===== src/rtl/calc2_pkg.sv =====
// Shared calc2 definitions: command/response codes, bus widths, send-FSM states
// and a lowest-set-bit helper used for tag allocation and expiry arbitration.
package calc2_pkg;

    localparam int TAG_W    = 2;
    localparam int DATA_W   = 32;
    localparam int CMD_W    = 4;
    localparam int RESP_W   = 2;
    localparam int NUM_TAGS = 4;
    localparam int CNT_W    = 10;

    localparam logic [CMD_W-1:0] CMD_NOP = 4'd0;
    localparam logic [CMD_W-1:0] CMD_ADD = 4'd1;
    localparam logic [CMD_W-1:0] CMD_SUB = 4'd2;
    localparam logic [CMD_W-1:0] CMD_SHL = 4'd5;
    localparam logic [CMD_W-1:0] CMD_SHR = 4'd6;

    localparam logic [RESP_W-1:0] RESP_NONE = 2'd0;
    localparam logic [RESP_W-1:0] RESP_OK   = 2'd1;
    localparam logic [RESP_W-1:0] RESP_ERR  = 2'd2;

    typedef enum logic [1:0] {IDLE, SEND1, SEND2} send_state_t;

    // Scanning downwards leaves the lowest set index as the final answer.
    function automatic logic [TAG_W-1:0] lowest_set(input logic [NUM_TAGS-1:0] mask);
        lowest_set = '0;
        for (int i = NUM_TAGS - 1; i >= 0; i--) begin
            if (mask[i]) begin
                lowest_set = TAG_W'(i);
            end
        end
    endfunction

endpackage


===== src/rtl/calc2_tag_tracker.sv =====
// Tag bookkeeping for one calc2 port: free mask, lowest-free allocation,
// per-tag timeout counters, response matching and timeout retirement.
module calc2_tag_tracker
    import calc2_pkg::*;
#(
    parameter int TIMEOUT = 64
)
(
    input  logic             clk,
    input  logic             reset,
    input  logic             i_alloc,
    input  logic             i_resp_valid,
    input  logic [TAG_W-1:0] i_resp_tag,
    output logic             o_any_free,
    output logic [TAG_W-1:0] o_alloc_tag,
    output logic             o_resp_hit,
    output logic             o_retire_valid,
    output logic [TAG_W-1:0] o_retire_tag,
    output logic             o_outstanding_next
);

    localparam logic [CNT_W-1:0] LIMIT = CNT_W'(TIMEOUT);

    logic [NUM_TAGS-1:0] r_free;
    logic [CNT_W-1:0]    r_cnt [NUM_TAGS];
    logic [NUM_TAGS-1:0] w_expired;
    logic [NUM_TAGS-1:0] w_free_next;

    always_comb begin
        w_expired = '0;
        for (int i = 0; i < NUM_TAGS; i++) begin
            w_expired[i] = !r_free[i] && (r_cnt[i] == LIMIT);
        end
    end

    assign o_any_free     = |r_free;
    assign o_alloc_tag    = lowest_set(r_free);
    assign o_resp_hit     = i_resp_valid && !r_free[i_resp_tag];
    assign o_retire_valid = !o_resp_hit && (|w_expired);
    assign o_retire_tag   = lowest_set(w_expired);

    // Allocation only ever picks a tag already free in r_free, so it can never
    // collide with a tag being freed on the same edge.
    always_comb begin
        w_free_next = r_free;
        if (o_resp_hit) begin
            w_free_next[i_resp_tag] = 1'b1;
        end
        if (o_retire_valid) begin
            w_free_next[o_retire_tag] = 1'b1;
        end
        if (i_alloc) begin
            w_free_next[o_alloc_tag] = 1'b0;
        end
    end

    assign o_outstanding_next = ~&w_free_next;

    always_ff @(posedge clk or posedge reset) begin
        if (reset) begin
            r_free <= '1;
            for (int i = 0; i < NUM_TAGS; i++) begin
                r_cnt[i] <= '0;
            end
        end else begin
            r_free <= w_free_next;
            for (int i = 0; i < NUM_TAGS; i++) begin
                if (i_alloc && (o_alloc_tag == TAG_W'(i))) begin
                    r_cnt[i] <= '0;
                end else if (r_cnt[i] != LIMIT) begin
                    r_cnt[i] <= r_cnt[i] + 1'b1;
                end
            end
        end
    end

endmodule


===== src/rtl/calc2_port_driver.sv =====
// Request-side initiator for one calc2 port: serialises host operations into
// the two-beat command/operand sequence and reports matched or timed-out results.
module calc2_port_driver
    import calc2_pkg::*;
#(
    parameter int TIMEOUT = 64
)
(
    input  logic        c_clk,
    input  logic        reset,
    input  logic        op_valid,
    output logic        op_ready,
    input  logic [0:3]  op_cmd,
    input  logic [0:31] op_a,
    input  logic [0:31] op_b,
    output logic [0:1]  op_tag,
    output logic [0:3]  req_cmd_out,
    output logic [0:31] req_data_out,
    output logic [0:1]  req_tag_out,
    input  logic [0:1]  resp_in,
    input  logic [0:31] resp_data_in,
    input  logic [0:1]  resp_tag_in,
    output logic        res_valid,
    output logic [0:1]  res_resp,
    output logic [0:31] res_data,
    output logic [0:1]  res_tag,
    output logic        res_timeout,
    output logic        spurious_err,
    output logic        busy
);

    send_state_t       r_state;
    logic [DATA_W-1:0] r_b;
    logic [CMD_W-1:0]  r_req_cmd;
    logic [DATA_W-1:0] r_req_data;
    logic [TAG_W-1:0]  r_req_tag;
    logic              r_res_valid;
    logic [RESP_W-1:0] r_res_resp;
    logic [DATA_W-1:0] r_res_data;
    logic [TAG_W-1:0]  r_res_tag;
    logic              r_res_timeout;
    logic              r_spurious;
    logic              r_busy;

    logic              w_any_free;
    logic [TAG_W-1:0]  w_alloc_tag;
    logic              w_resp_hit;
    logic              w_retire_valid;
    logic [TAG_W-1:0]  w_retire_tag;
    logic              w_outstanding_next;
    logic              w_accept;
    logic              w_resp_valid;

    assign op_ready     = ((r_state == IDLE) || (r_state == SEND2)) && w_any_free;
    assign op_tag       = w_alloc_tag;
    assign w_accept     = op_valid && op_ready;
    assign w_resp_valid = (resp_in != RESP_NONE);

    calc2_tag_tracker #(
        .TIMEOUT(TIMEOUT)
    ) u_tracker (
        .clk               (c_clk),
        .reset             (reset),
        .i_alloc           (w_accept),
        .i_resp_valid      (w_resp_valid),
        .i_resp_tag        (resp_tag_in),
        .o_any_free        (w_any_free),
        .o_alloc_tag       (w_alloc_tag),
        .o_resp_hit        (w_resp_hit),
        .o_retire_valid    (w_retire_valid),
        .o_retire_tag      (w_retire_tag),
        .o_outstanding_next(w_outstanding_next)
    );

    // Request beats are registered, so the beat loaded at the accept edge is
    // on the bus for the whole SEND1 cycle; SEND2 may accept the next op.
    always_ff @(posedge c_clk or posedge reset) begin
        if (reset) begin
            r_state    <= IDLE;
            r_b        <= '0;
            r_req_cmd  <= CMD_NOP;
            r_req_data <= '0;
            r_req_tag  <= '0;
        end else begin
            case (r_state)
                IDLE, SEND2: begin
                    if (w_accept) begin
                        r_state    <= SEND1;
                        r_req_cmd  <= op_cmd;
                        r_req_data <= op_a;
                        r_req_tag  <= w_alloc_tag;
                        r_b        <= op_b;
                    end else begin
                        r_state    <= IDLE;
                        r_req_cmd  <= CMD_NOP;
                        r_req_data <= '0;
                        r_req_tag  <= '0;
                    end
                end
                SEND1: begin
                    r_state    <= SEND2;
                    r_req_cmd  <= CMD_NOP;
                    r_req_data <= r_b;
                    r_req_tag  <= '0;
                end
                default: begin
                    r_state    <= IDLE;
                    r_req_cmd  <= CMD_NOP;
                    r_req_data <= '0;
                    r_req_tag  <= '0;
                end
            endcase
        end
    end

    // A matched response always beats a pending timeout retirement.
    always_ff @(posedge c_clk or posedge reset) begin
        if (reset) begin
            r_res_valid   <= 1'b0;
            r_res_resp    <= RESP_NONE;
            r_res_data    <= '0;
            r_res_tag     <= '0;
            r_res_timeout <= 1'b0;
            r_spurious    <= 1'b0;
            r_busy        <= 1'b0;
        end else begin
            r_res_valid <= w_resp_hit || w_retire_valid;
            r_spurious  <= w_resp_valid && !w_resp_hit;
            r_busy      <= w_outstanding_next || w_accept || (r_state == SEND1);
            if (w_resp_hit) begin
                r_res_resp    <= resp_in;
                r_res_data    <= resp_data_in;
                r_res_tag     <= resp_tag_in;
                r_res_timeout <= 1'b0;
            end else if (w_retire_valid) begin
                r_res_resp    <= RESP_NONE;
                r_res_data    <= '0;
                r_res_tag     <= w_retire_tag;
                r_res_timeout <= 1'b1;
            end else begin
                r_res_resp    <= RESP_NONE;
                r_res_data    <= '0;
                r_res_tag     <= '0;
                r_res_timeout <= 1'b0;
            end
        end
    end

    assign req_cmd_out  = r_req_cmd;
    assign req_data_out = r_req_data;
    assign req_tag_out  = r_req_tag;
    assign res_valid    = r_res_valid;
    assign res_resp     = r_res_resp;
    assign res_data     = r_res_data;
    assign res_tag      = r_res_tag;
    assign res_timeout  = r_res_timeout;
    assign spurious_err = r_spurious;
    assign busy         = r_busy;

endmodule


===== config.mk =====
export PLATFORM = sky130hd
export DESIGN_NAME = calc2_port_driver
export DESIGN_NICKNAME = d
export VERILOG_FILES = /design/src/rtl/calc2_pkg.sv /design/src/rtl/calc2_tag_tracker.sv /design/src/rtl/calc2_port_driver.sv
export SDC_FILE = /design/constraint.sdc
export NUM_CORES = 1
export LEC_CHECK = 0
export CAP_MARGIN = 20
export CORE_ASPECT_RATIO = 0.5
export CORE_UTILIZATION = 36
export DETAILED_ROUTE_END_ITERATION = 10
export PLACE_DENSITY_LB_ADDON = 0.1
export SLEW_MARGIN = 25
export SYNTH_ARGS = -nofsm -noshare
export SYNTH_HDL_FRONTEND = slang
export SYNTH_SLANG_ARGS = --single-unit

===== constraint.sdc =====
create_clock -name c_clk -period 15.37 [get_ports c_clk]
set_input_delay 3.074 -clock c_clk [delete_from_list [all_inputs] [get_ports c_clk]]
set_output_delay 3.074 -clock c_clk [all_outputs]
set_load 0.005 [all_outputs]

==> results.py <==
metrics = {
    "synthesis": {
        "synth_flop_cell": "dfrtp_1",
        "synth-seq-area-share_pct": 61.5,
        "netlist_area_mm2": 0.00636,
        "yosys.area_share.simple_pct": 17.2,
        "async_reset_ff_share_pct": 100,
        "syn_nets": 652,
        "synth-adder-area-share_pct": 1.57,
        "muxShareOfSynthArea_pct": 6.55,
        "avgSynthCellArea_um2": 11.8,
        "synth_top_family_by_area": "simple AND/OR/NAND/NOR gates",
        "synth_edf_count": 0,
        "synth_cell_type_count": 43,
        "synth_warnings": 0,
        "synth_compound_area_share_pct": 6.45,
        "ys_seq_elements": 156,
        "synth_cells": 537,
        "synthXorXnorAreaFrac_pct": 4.27,
    },
    "setup_path": {
        "regToRegSetupSlack_ps": 13000,
        "timing.rr.start": "r_state[0]$_DFF_PP0_",
        "crit_required_ps": 12300,
        "crit_slowest_cell": "nor4_1",
        "endpoint_kind": "output port",
        "crit_type": "register to output port",
        "cp_top_family": "simple AND/OR/NAND/NOR gates",
        "r2r-end": "r_b[30]$_DFFE_PP0P_",
        "path_buf_inv": 1,
        "critical_path.cell_chain": "nor4_1 -> nor2_1 -> clkdlybuf4s50_1",
        "slowest_delay_ps": 620,
        "reg2reg_depth": 5,
        "cp-start-kind": "register",
        "cp.arrival_ps": 2010,
        "cp_max_fo": 8,
    },
    "clocking": {
        "h-tree-depth": 4,
        "clk_pin_slew_worst_paths_ps": 60,
        "cts_hold_buf": 0,
        "numCtsBuffers": 17,
        "cts_buffer_depth": 2,
        "postCtsSetupRepairBufs": 0,
        "cts_num_sinks": 156,
        "cts_tree": "done",
        "cts_resized": 0,
        "insertion_delay_ps": 420,
        "cts_root_buf": "clkbuf_16",
    },
    "floorplanning": {
        "rows": 33,
        "initial_core_util_pct": 37.8,
        "coreArea_mm2": 0.0168,
        "die_h_um": 96.0,
        "die_w_um": 190,
        "die_area_mm2": 0.0182,
        "io_pins": 188,
    },
    "power_and_ir_drop": {
        "peakVddDrop_uv": 83.0,
        "powerDensity_mw_per_mm2": 145,
        "p_leak_nw": 4.04,
    },
    "timing": {
        "fmax_mhz": 197,
        "fin_skew_ps": 11.4,
        "fin_setup_tns_ps": 0,
        "fin_crit_ps": 5090,
        "grt_setup_unrepaired": "no",
        "maxSlewHeadroom_pct": 40.4,
        "fin_crit_sh_pct": 33.1,
        "setup-violations-final": 0,
        "fin_ws_ps": 10280,
        "worst_pin_slew_ps": 890,
        "hold_violations": 0,
        "maxSlewViolCount": 0,
    },
    "route": {
        "drt-initial-drc-count": 233,
        "routed_wl_mm": 14.7,
        "dr.pass1.iters": 4,
        "avgViaCountPerCell": 4.66,
        "wire_per_inst_um": 15.3,
        "vias": 4492,
        "drtAntennaViolNets": 0,
        "drc": 0,
    },
    "layout": {
        "nets": 839,
        "drive_gt1_share_pct": 11.9,
        "final_area_mm2": 0.00908,
        "layout_commonest_cell": "clkdlybuf4s50_1",
        "n_antenna_cell": 0,
        "layout_common_cells": "187 x clkdlybuf4s50_1, 152 x dfrtp_1, 81 x nor2_1, 39 x and2_1, 37 x mux2_2",
        "final_cells": 964,
        "syn_to_final_growth_pct": 42.8,
    },
    "grt": {
        "grt_pass1_vias": 4427,
        "overflow": 0,
        "grt_pass1_wl_mm": 23.4,
        "grt_max_degree": 104,
        "antenna_found_initial": 0,
        "grt_usage_pct": 16.9,
    },
    "worst_hold_path": {
        "hold_depth": 1,
        "min_path_type": "register to register",
        "hold_end": "r_state[1]$_DFF_PP0_",
        "min_from": "r_state[1]$_DFF_PP0_",
    },
    "outcome": {
        "status": "completed",
    },
    "placed_design": {
        "dp_worst_setup_slack_ps": 10060,
        "portBuffers": 187,
        "dp_hpwl_mm": 9.92,
        "gp_congestion": 0.723,
        "dp_cells": 932,
        "dpl_cell_area_mm2": 0.00846,
    },
    "job": {
        "drv_cap": 0,
    },
}
==> where the power goes <==
part	switching, mW	total [mW]	internal, mW
clock network	0.171	0.432	0.261
registers	0.0682	0.570	0.502
logic	0.132	0.312	0.180
==> synthesized netlist by cell type, types with 12 or more instances <==
library cell / n / share of area [%]
dfrtp_1: 152 / 60
nor2_1: 81 / 4.8
and2_1: 39 / 3.8
mux2_2: 37 / 6.6
a22oi_1: 32 / 3.8
nand3_1: 20 / 1.6
xor2_1: 17 / 2.3
clkbuf_1: 16 / 0.94
inv_1: 15 / 0.89
nand2_1: 14 / 0.83
xnor2_1: 14 / 1.9
and3_1: 12 / 1.2
==> flip-flops by register name, indices dropped and copies added, names as in the netlist <==
name,flops
u_tracker.r_cnt,40
res_data,32
r_b,32
req_tag_out,2
req_data_out,32
busy,1
res_timeout,1
res_resp,2
u_tracker.r_free,4
res_tag,2
req_cmd_out,4
res_valid,1
r_state,2
spurious_err,1
==> per-stage QoR <==
stage               util [%]  power (mW)  hold WS, ps
finish                  54.0        1.31          435
global route            54.0        1.40          476
CTS                     54.0        1.33          442
detailed placement      50.4       0.890          433
global placement        50.4       0.884          434
floorplan                  -       0.739          402
==> cell type report <==
type	count	area, µm²
Clock buffer	19	443
Clock inverter	13	166
Fill cell	1444	7720
Inverter	15	63.8
Multi-Input combinational cell	343	2310
Sequential cell	156	3910
Tap cell	227	284
Timing Repair Buffer	191	1900
==> routing by layer <==
metal / routed length, µm / track usage [%] / vias up
li1: - / - / 2196
met1: 7200 / 23.4 / 2175
met2: 6570 / 25.3 / 110
met3: 813 / 4.45 / 11
met4: 136 / 6.45 / 0
met5: 0 / 0 / -
==> worst max path at each step <==
stage,startpoint,endpoint,slack [ps],cells after the start
6_report,u_tracker.r_free[1]$_DFF_PP1_,op_ready,10280,3
4_1_cts,u_tracker.r_free[1]$_DFF_PP1_,op_ready,10250,3
3_3_place_gp,resp_tag_in[0],res_data[11]$_DFF_PP0_,10090,4
2_1_floorplan,reset,busy$_DFF_PP0_,8100,1
5_1_grt,u_tracker.r_free[1]$_DFF_PP1_,op_ready,10190,3
3_5_place_dp,resp_tag_in[0],res_data[16]$_DFF_PP0_,10060,4
==> logic make-up (layout without fill, tap and decap cells) <==
logic type / count (synthesis) / after routing
fa+ha+maj: 8 / 8
xor+xnor: 31 / 31
compound gates: 58 / 58
buf+inv: 38 / 238
flops: 156 / 156
simple gates: 209 / 209
mux: 37 / 37
Power figures use the tool's default switching activity.
